**src/rtl/debug_display_pager_if.sv**
```systemverilog
// rtl/debug_display_pager_if.sv - channel inputs and display outputs of the debug pager
interface debug_display_pager_if #(
    parameter int NUM_CH   = 4,
    parameter int CH_WIDTH = 24
) ();
    localparam int NDIG  = CH_WIDTH / 4;
    localparam int SEL_W = (NUM_CH > 1) ? $clog2(NUM_CH) : 1;

    logic [NUM_CH*CH_WIDTH-1:0] ch_data;
    logic [SEL_W-1:0]           sel;
    logic                       auto_en;
    logic                       next_btn;
    logic                       freeze;
    logic [4*NDIG-1:0]          hex_digits;
    logic [NDIG-1:0]            digit_blank;
    logic [SEL_W-1:0]           cur_ch;
    logic [NUM_CH-1:0]          changed;
    logic                       frozen;

    modport master (
        output ch_data, sel, auto_en, next_btn, freeze,
        input  hex_digits, digit_blank, cur_ch, changed, frozen
    );

    modport slave (
        input  ch_data, sel, auto_en, next_btn, freeze,
        output hex_digits, digit_blank, cur_ch, changed, frozen
    );
endinterface

```
**src/rtl/debug_display_pager.sv**
```systemverilog
// rtl/debug_display_pager.sv - pages NUM_CH debug channels onto one hex digit bank
module debug_display_pager #(
    parameter int NUM_CH      = 4,
    parameter int CH_WIDTH    = 24,
    parameter int AUTO_PERIOD = 50000000,
    parameter int LZ_BLANK    = 1
) (
    input logic                   clock,
    input logic                   reset,
    debug_display_pager_if.slave  bus
);
    localparam int NDIG  = CH_WIDTH / 4;
    localparam int SEL_W = (NUM_CH > 1) ? $clog2(NUM_CH) : 1;
    localparam int TMR_W = $clog2(AUTO_PERIOD);

    localparam logic [SEL_W-1:0] LAST_CH   = SEL_W'(NUM_CH - 1);
    localparam logic [TMR_W-1:0] TMR_LAST  = TMR_W'(AUTO_PERIOD - 1);
    localparam logic [NDIG-1:0]  BLANK_RST = (LZ_BLANK != 0) ? ~NDIG'(1) : '0;

    logic [SEL_W-1:0]           ptr_q, ptr_d;
    logic [TMR_W-1:0]           timer_q, timer_d;
    logic                       btn_q;
    logic                       frozen_q;
    logic [4*NDIG-1:0]          hex_q, hex_d;
    logic [NDIG-1:0]            blank_q, blank_d;
    logic [NUM_CH-1:0]          chg_q, chg_d;
    logic [NUM_CH*CH_WIDTH-1:0] prev_q;

    logic [SEL_W-1:0]    sel_clamped;
    logic [SEL_W-1:0]    ptr_next;
    logic                btn_edge;
    logic                expire;
    logic [CH_WIDTH-1:0] page;
    logic                zero_run;

    always_comb begin
        sel_clamped = bus.sel;
        if (32'(bus.sel) >= 32'(NUM_CH)) begin
            sel_clamped = LAST_CH;
        end

        ptr_next = (ptr_q == LAST_CH) ? '0 : ptr_q + SEL_W'(1);
        btn_edge = bus.next_btn & ~btn_q;
        expire   = (timer_q == TMR_LAST);

        ptr_d   = ptr_q;
        timer_d = timer_q;
        if (!bus.freeze) begin
            if (!bus.auto_en) begin
                ptr_d   = sel_clamped;
                timer_d = '0;
            end else if (btn_edge || expire) begin
                // A button press landing on the expiry cycle still advances only once.
                ptr_d   = ptr_next;
                timer_d = '0;
            end else begin
                timer_d = timer_q + TMR_W'(1);
            end
        end

        // Page data follows the pointer being written, so the page and cur_ch switch together.
        page     = bus.ch_data[int'(ptr_d)*CH_WIDTH +: CH_WIDTH];
        zero_run = 1'b1;
        blank_d  = '0;
        for (int k = NDIG - 1; k >= 0; k--) begin
            zero_run   = zero_run & (page[4*k +: 4] == 4'h0);
            blank_d[k] = (LZ_BLANK != 0) && (k != 0) && zero_run;
        end
        hex_d = page[4*NDIG-1:0];
        if (bus.freeze) begin
            hex_d   = hex_q;
            blank_d = blank_q;
        end

        // The clear term wins over the set term: the channel is on screen this cycle.
        for (int i = 0; i < NUM_CH; i++) begin
            chg_d[i] = (chg_q[i] |
                        (bus.ch_data[i*CH_WIDTH +: CH_WIDTH] != prev_q[i*CH_WIDTH +: CH_WIDTH]))
                       & ~(!bus.freeze && (ptr_d == SEL_W'(i)));
        end
    end

    always_ff @(posedge clock or negedge reset) begin
        if (!reset) begin
            ptr_q    <= '0;
            timer_q  <= '0;
            btn_q    <= 1'b0;
            frozen_q <= 1'b0;
            hex_q    <= '0;
            blank_q  <= BLANK_RST;
            chg_q    <= '0;
            prev_q   <= '0;
        end else begin
            ptr_q    <= ptr_d;
            timer_q  <= timer_d;
            btn_q    <= bus.next_btn;
            frozen_q <= bus.freeze;
            hex_q    <= hex_d;
            blank_q  <= blank_d;
            chg_q    <= chg_d;
            prev_q   <= bus.ch_data;
        end
    end

    assign bus.cur_ch      = ptr_q;
    assign bus.hex_digits  = hex_q;
    assign bus.digit_blank = blank_q;
    assign bus.changed     = chg_q;
    assign bus.frozen      = frozen_q;
endmodule

```
**src/flat_wrapper.sv**
```systemverilog
// flat-port wrapper written by rule: the top's interface ports become plain ports
module debug_display_pager_flat 
#(
    parameter int NUM_CH      = 4,
    parameter int CH_WIDTH    = 24,
    parameter int AUTO_PERIOD = 50000000,
    parameter int LZ_BLANK    = 1
)
  (clock, reset, bus_ch_data, bus_sel, bus_auto_en, bus_next_btn, bus_freeze, bus_hex_digits, bus_digit_blank, bus_cur_ch, bus_changed, bus_frozen);
  debug_display_pager_if #(.NUM_CH(NUM_CH), .CH_WIDTH(CH_WIDTH)) bus_i ();
  input logic clock;
  input logic reset;
  input wire logic [$bits(bus_i.ch_data)-1:0] bus_ch_data;
  input wire logic [$bits(bus_i.sel)-1:0] bus_sel;
  input wire logic [$bits(bus_i.auto_en)-1:0] bus_auto_en;
  input wire logic [$bits(bus_i.next_btn)-1:0] bus_next_btn;
  input wire logic [$bits(bus_i.freeze)-1:0] bus_freeze;
  output wire logic [$bits(bus_i.hex_digits)-1:0] bus_hex_digits;
  output wire logic [$bits(bus_i.digit_blank)-1:0] bus_digit_blank;
  output wire logic [$bits(bus_i.cur_ch)-1:0] bus_cur_ch;
  output wire logic [$bits(bus_i.changed)-1:0] bus_changed;
  output wire logic [$bits(bus_i.frozen)-1:0] bus_frozen;
  assign bus_i.ch_data = bus_ch_data;
  assign bus_i.sel = bus_sel;
  assign bus_i.auto_en = bus_auto_en;
  assign bus_i.next_btn = bus_next_btn;
  assign bus_i.freeze = bus_freeze;
  assign bus_hex_digits = bus_i.hex_digits;
  assign bus_digit_blank = bus_i.digit_blank;
  assign bus_cur_ch = bus_i.cur_ch;
  assign bus_changed = bus_i.changed;
  assign bus_frozen = bus_i.frozen;
  debug_display_pager #(.NUM_CH(NUM_CH), .CH_WIDTH(CH_WIDTH), .AUTO_PERIOD(AUTO_PERIOD), .LZ_BLANK(LZ_BLANK)) u_core (.clock(clock), .reset(reset), .bus(bus_i));
endmodule
```
**config.mk**
```make
export PLATFORM = sky130hd
export DESIGN_NAME = debug_display_pager_flat
export DESIGN_NICKNAME = d
export VERILOG_FILES = /design/src/rtl/debug_display_pager_if.sv /design/src/rtl/debug_display_pager.sv /design/src/flat_wrapper.sv
export SDC_FILE = /design/constraint.sdc
export NUM_CORES = 1
export LEC_CHECK = 0
export ABC_CLOCK_PERIOD_IN_PS = 4100
export BUFFER_PORTS_ARGS = -buffer_cell sky130_fd_sc_hd__buf_2
export CORE_UTILIZATION = 47
export CTS_BUF_LIST = sky130_fd_sc_hd__clkbuf_16
export DETAILED_ROUTE_END_ITERATION = 6
export HOLD_SLACK_MARGIN = 0.05
export PLACE_DENSITY = 0.81
export SYNTH_ARGS = -nofsm -noshare
export SYNTH_HDL_FRONTEND = slang
export SYNTH_SLANG_ARGS = --single-unit
```
**constraint.sdc**
```tcl
create_clock -name clock -period 4.1 [get_ports clock]
set_input_delay 0.205 -clock clock [delete_from_list [all_inputs] [get_ports clock]]
set_output_delay 0.205 -clock clock [all_outputs]
set_load 0.03 [all_outputs]
```
# Word level (Yosys, flattened, before mapping)

Cells that the tools add are included.

Bits in registers: 159
Bits in latches: 0
Memory bits (writable): 0
Bits in read-only memories: 0
Bits of input ports: 103
Output and inout bits: 37
Word-level logic and storage cells: 57
Memories kept: 0

Add/sub/neg operators: 2
Multipliers: 1
Divide/modulo/power cells: 0
Order comparisons: 0
Eq/ne operators: 9
Shifts and indexed selects: 1
Multiplexer cells: 6
Bitwise gates (word level): 18
Reduce and logical (&&, ||, !) cells: 12

Operators by type and width:

| cell                                                | number |
|---|---|
| inequality test 24 bit                              | 4 |
| variable part select 96 x 32 -> 24 bit              | 1 |
| two-way mux 26 bit                                  | 2 |
| adder 26 x 1 -> 26 bit, second input constant       | 1 |
| equality test 26 bit, second input constant         | 1 |
| logical NOT 4 bit                                   | 5 |
| bitwise AND 1 bit                                   | 9 |
| two-way mux 2 bit                                   | 4 |
| equality test 2 bit, second input constant          | 3 |
| NOT 1 bit                                           | 5 |
| logical AND 1 bit                                   | 4 |
| multiplier 2 x 2 -> 4 bit, second input constant    | 1 |
| OR 1 bit                                            | 4 |
| adder 2 x 1 -> 2 bit, second input constant         | 1 |
| equality test 2 x 1 -> 1 bit, second input constant | 1 |
| logical NOT 2 bit                                   | 1 |
| logical NOT 1 bit                                   | 1 |
| logical OR 1 bit                                    | 1 |

# Depth between registers and ports, before layout

Depth in word-level cells: 13
Mapped depth: 14
Depth with buffers taken out: 11

# Worst setup path before layout

OpenSTA, ideal clock, no wires.

Path kind: flip-flop to flip-flop
Start point: reg u_core.ptr_q[0], in the netlist u_core.bus.cur_ch[0]
End point: reg u_core.blank_q[1], in the netlist u_core.bus.digit_blank[1]
Library setup time: 0.086 ns
Data arrival time: 2.991 ns
Data required time: 4.014 ns
Setup slack: 1.023 ns
Stages on the path, launching flop included: 12
Path buffers: 1
Period minus slack after synthesis: 3.077 ns
Path through: dfrtp_1 > ha_1 > or3b_2 > nor4_2 > a21oi_2 > buf_2 > and3_1 > a221o_1 > a22oi_1 > nand4_1 > or2_1 > o31ai_2

Word-level cells in the longest chain between the ends: 12
Elaborated cells between the ends (all ways): 17
Classes of those cells: 1 x add/sub; 1 x mul; 1 x eq/ne; 1 x shift; 4 x mux; 4 x bitwise; 5 x reduce/logical

Ends and longest elaborated chain:

| item                                                        | line                      | RTL |
|---|---|---|
| from (decl)                                                 | debug_display_pager.sv:20 | `logic [SEL_W-1:0] ptr_q, ptr_d;` |
| from (signal assigned)                                      | debug_display_pager.sv:94 | `ptr_q <= ptr_d;` |
| adder 2 x 1 -> 2 bit or equality test 2 bit (tied branches) | debug_display_pager.sv:42 | `ptr_next = (ptr_q == LAST_CH) ? '0 : ptr_q + SEL_W'(1);` |
| two-way mux 2 bit                                           | debug_display_pager.sv:42 |  |
| two-way mux 2 bit                                           | debug_display_pager.sv:52 | `end else if (btn_edge \|\| expire) begin` |
| two-way mux 2 bit                                           | debug_display_pager.sv:49 | `if (!bus.auto_en) begin` |
| two-way mux 2 bit (*)                                       | debug_display_pager.sv:48 | `if (!bus.freeze) begin` |
| multiplier 2 x 2 -> 4 bit (*)                               | debug_display_pager.sv:62 | `page = bus.ch_data[int'(ptr_d)*CH_WIDTH +: CH_WIDTH];` |
| variable part select 96 x 32 -> 24 bit (*)                  | debug_display_pager.sv:62 |  |
| logical NOT 4 bit                                           | debug_display_pager.sv:66 | `zero_run = zero_run & (page[4*k +: 4] == 4'h0);` |
| bitwise AND 1 bit (3 in a row)                              | debug_display_pager.sv:66 |  |
| bitwise AND 1 bit (*)                                       | debug_display_pager.sv:66 |  |
| to (signal assigned)                                        | debug_display_pager.sv:99 | `blank_q <= blank_d;` |
| to (decl)                                                   | debug_display_pager.sv:25 | `logic [NDIG-1:0] blank_q, blank_d;` |

Every way passes the cells marked *; elsewhere a longest branch is shown, timed or not.
A chain may end at the register's enable or synchronous reset.

# Final worst setup path

Start point: reg u_core.timer_q[0]
End point: reg u_core.blank_q[1], in the netlist u_core.bus.digit_blank[1]

Word-level cells in the longest chain between the ends: 12
Elaborated cells between the ends (all ways): 16
Classes of those cells: 1 x mul; 1 x eq/ne; 1 x shift; 3 x mux; 4 x bitwise; 6 x reduce/logical

Ends and longest elaborated chain:

| item                                       | line                      | RTL |
|---|---|---|
| from (decl)                                | debug_display_pager.sv:21 | `logic [TMR_W-1:0] timer_q, timer_d;` |
| from (signal assigned)                     | debug_display_pager.sv:95 | `timer_q <= timer_d;` |
| equality test 26 bit (*)                   | debug_display_pager.sv:44 | `expire = (timer_q == TMR_LAST);` |
| logical OR 1 bit (*)                       | debug_display_pager.sv:52 |  |
| two-way mux 2 bit (*)                      | debug_display_pager.sv:52 |  |
| two-way mux 2 bit (*)                      | debug_display_pager.sv:49 |  |
| two-way mux 2 bit (*)                      | debug_display_pager.sv:48 |  |
| multiplier 2 x 2 -> 4 bit (*)              | debug_display_pager.sv:62 |  |
| variable part select 96 x 32 -> 24 bit (*) | debug_display_pager.sv:62 |  |
| logical NOT 4 bit                          | debug_display_pager.sv:66 |  |
| bitwise AND 1 bit (3 in a row)             | debug_display_pager.sv:66 |  |
| bitwise AND 1 bit (*)                      | debug_display_pager.sv:66 |  |

Marked as above.

==> metrics.md <==
| Metric | Value |
|---|---|
| Layout cells sized above 1 | `21.4%` |
| Yosys top cell area share | `53.7%` |
| Synth Area in Adders | `0.348%` |
| Sw Ratio | `31.6%` |
| Post-Synth Simple-Gate Area | `18.4%` |
| CTS tree | `done` |
| Worst hold margin | `0.195 ns` |
| Peak VDD IR | `0.343 mV` |
| Tmin final | `3.54 ns` |
| Mux cell area share after synthesis | `1.05%` |
| Failing checks | `DRC` |
| Synth top cells by count | `dfrtp_1, nand2_1, xnor2_1` |
| Largest net degree at the start of global routing | `89` |
| Initial antenna violation count | `2` |
| Routed Antenna Nets | `0` |
| Io pins | `140` |
| CTS H-tree depth | `4` |
| Largest family of logic cells by synthesized area | `simple AND/OR/NAND/NOR gates` |
| Final setup viols | `0` |
| Routed wire per std cell | `21.2 um` |
| Post-synthesis sequential area ratio | `55.5%` |
| Total gr overflow | `0` |
| Vias | `6379` |
| Setup bufs post-CTS | `0` |
| Setup TNS | `0 ns` |
| Area grow syn2layout | `33.5%` |
| Top post-synthesis cells by area | `dfrtp_1, xnor2_1, xor2_1` |
| Non-Filler Instances | `1106` |
| Initial Util | `48.9%` |
| FFs w/ async S/R, synth | `100%` |
| Fill cells | `993` |
| Post-synthesis cell area | `7180 um^2` |
| CP startpoint kind | `register` |
| TritonRoute pass-1 iters | `7` |
| Max Clock Freq | `283 MHz` |
| Compound-Gate Fraction of Synth Area | `7.91%` |
| Relative slew slack | `47.6%` |
| Fin. max-slew vios | `0` |
| Clk_lat worst skew | `0.44 ns` |
| DRC viols | `9` |
| Die Height | `126 um` |
| Sw Pwr | `1.35 mW` |
| Design Area, Final | `9580 um^2` |
| LEAKAGE | `4.32 nW` |
| Vias/cell | `5.77` |
| Initial DRC count | `711` |
| PD cells | `447 nW/um^2` |
| CTS Buffer Depth | `2` |
| Final HPWL DP | `14.5 mm` |
| Core Region | `14700 um^2` |
| Die area | `15800 um^2` |
| Status | `complete, but fails checks` |
| Prevailing post-synth register cell | `dfrtp_1` |
| Synth cell types | `52` |
| Row count | `44` |
| Area of the multi-input gates | `3010 um^2` |
| Synth Area per Inst | `10.7 um^2` |
| Synth Net Count | `779` |
| Pre-CTS WS | `0.683 ns` |
| Synth area leader | `dfrtp_1` |
| Period utilization | `86.3%` |
| Synthesis-stage register bit count | `159` |
| Post-route worst setup slack | `0.561 ns` |
| Worst setup EP type | `register` |
| Final Hold Vio Count | `0` |
| Dpl cells | `974` |
| Tightest Hold Check Type | `primary input to register` |
| CP arrival | `3.89 ns` |
| All-layer global routing usage | `31.4%` |
| Worst Path Required | `4.45 ns` |
| Synth warn | `0` |
| Width of the chip | `126 um` |
| Clock Tree Root | `clkbuf_16` |
| Setup Skew | `0.0187 ns` |
| Comb power frac | `22.3%` |
| Unrepaired setup endpoints after global routing | `no` |
| Gpl congestion | `0.881` |
| Critical path class | `register to register` |
| MaxCap Viol Count | `0` |
| Reg area | `3990 um^2` |
| Post-synth EDFFs | `0` |
| Clock Sinks | `159` |
| Internal power | `2.93 mW` |
| Final WL | `23.4 mm` |
| Nets@finish | `1012` |
| Clk network pwr share | `36.5%` |
| Synth Area in XOR/XNOR | `14.1%` |
| Crit Path Max Fanout | `20` |
| First-pass GRT wire length | `36.4 mm` |
| Tightest Pin Transition | `0.787 ns` |
| Post-synthesis cell count | `674` |
| Worst-path clk slew | `0.06 ns` |
| Cell with the most instances after synthesis | `dfrtp_1` |
| Placed cell area | `8030 um^2` |
| Reg power frac | `41.2%` |
| CTS Buf Count | `17` |
| Buffers on Ports | `138` |
| Vias in the first global route | `6530` |
critical path, stage by stage, from the launching register on:
cell and delay, ns:
dfrtp_1 0.40, ha_1 0.25, nand4b_1 0.17, nor4_4 0.38
a211o_2 0.39, nand3_2 0.12, inv_1 0.53, o211ai_1 0.24
a22oi_2 0.25, nand4_1 0.17, or2_1 0.31, o31ai_2 0.24
final cells by class:
type | count | area share (%)
Timing Repair Buffer | 245 | 18.2
Inverter | 11 | 0.431
Antenna cell | 2 | 0.0522
Clock buffer | 17 | 4.44
Multi-Input combinational cell | 473 | 31.4
Sequential cell | 159 | 41.6
Tap cell | 184 | 2.40
Clock inverter | 15 | 1.48
cells in the final DEF, fill, tap and decap left out, drive strengths merged, types with 3 or more instances in the layout:
| master | count |
|---|---|
| and3 | 10 |
| nor3 | 11 |
| dfstp | 5 |
| xor2 | 50 |
| mux2i | 3 |
| a32o | 4 |
| clkbuf | 17 |
| nor4 | 14 |
| a21o | 3 |
| inv | 16 |
| a22oi | 7 |
| a21oi | 23 |
| nor2 | 33 |
| dlygate4sd3 | 98 |
| mux2 | 4 |
| dfrtp | 154 |
| buf | 147 |
| nand3b | 9 |
| o211ai | 8 |
| a221o | 8 |
| xnor2 | 66 |
| nand4b | 4 |
| o31ai | 4 |
| nand3 | 33 |
| nand2 | 108 |
| nand4 | 27 |
| clkinv | 8 |
| o21ai | 24 |
worst paths after layout:
| kind | start | endpoint | slack (ns) | cells after the start |
|---|---|---|---|---|
| min in group asynchronous | reset | u_core.bus.hex_digits[1]$_DFFE_PN0N_ | 0.41 | 2 |
| max | u_core.timer_q[0]$_DFFE_PN0N_ | u_core.bus.digit_blank[1]$_DFFE_PN1N_ | 0.56 | 11 |
| max in group asynchronous | reset | u_core.bus.digit_blank[4]$_DFFE_PN1N_ | 2.69 | 3 |
| min reg2reg | u_core.bus.hex_digits[21]$_DFFE_PN0N_ | u_core.bus.hex_digits[21]$_DFFE_PN0N_ | 0.47 | 2 |
| max reg2reg | u_core.timer_q[0]$_DFFE_PN0N_ | u_core.bus.digit_blank[1]$_DFFE_PN1N_ | 0.56 | 11 |
| min | bus_freeze | u_core.bus.frozen$_DFF_PN0_ | 0.19 | 1 |
stage by stage:
step / power [mW] / utilization [%]
final: 4.28 / 65.2
after detailed placement: 2.62 / 54.6
after global placement: 2.60 / 54.6
after global routing: 4.43 / 65.2
after floorplan: 2.30 / -
after CTS: 4.22 / 65.2
sequential cells by signal, summed over array words and instances, names as in the netlist:
name and count:
u_core.bus.changed 4, u_core.timer_q 26, u_core.btn_q 1, u_core.bus.frozen 1, u_core.bus.digit_blank 5, u_core.bus.hex_digits 24, u_core.bus.cur_ch 2, u_core.prev_q 96
routing by layer:
metal | vias to the layer above | global-route usage, % | part of all wire (%)
li1 | 2792 | - | -
met1 | 3034 | 37.5 | 38
met2 | 436 | 49.3 | 47
met3 | 117 | 10.1 | 8.9
met4 | 0 | 19.9 | 6.2
met5 | - | 0 | 0
power groups by stage:
stage | Clock, mW | Sequential, mW | Combinational, mW
finish | 1.56 | 1.76 | 0.954
global route | 1.64 | 1.77 | 1.02
CTS | 1.55 | 1.76 | 0.917
detailed placement | 0 | 1.78 | 0.834
global placement | 0 | 1.78 | 0.819
floorplan | 0 | 1.91 | 0.390
cell families after synthesis:
logic type	count (synthesis)
other	1
muxes	7
adders and majority gates	2
DFF	159
buffers and inverters	42
and+or+nand+nor	263
xor gates and xnor gates	116
AOI/OAI and AO/OA	84
timing repair:
action | CTS | global route
hold buffers | 98 | 0
gates resized for setup | 0 | 0
endpoints found under the hold margin | 180 | 0
(Power assumes the default switching activity.)
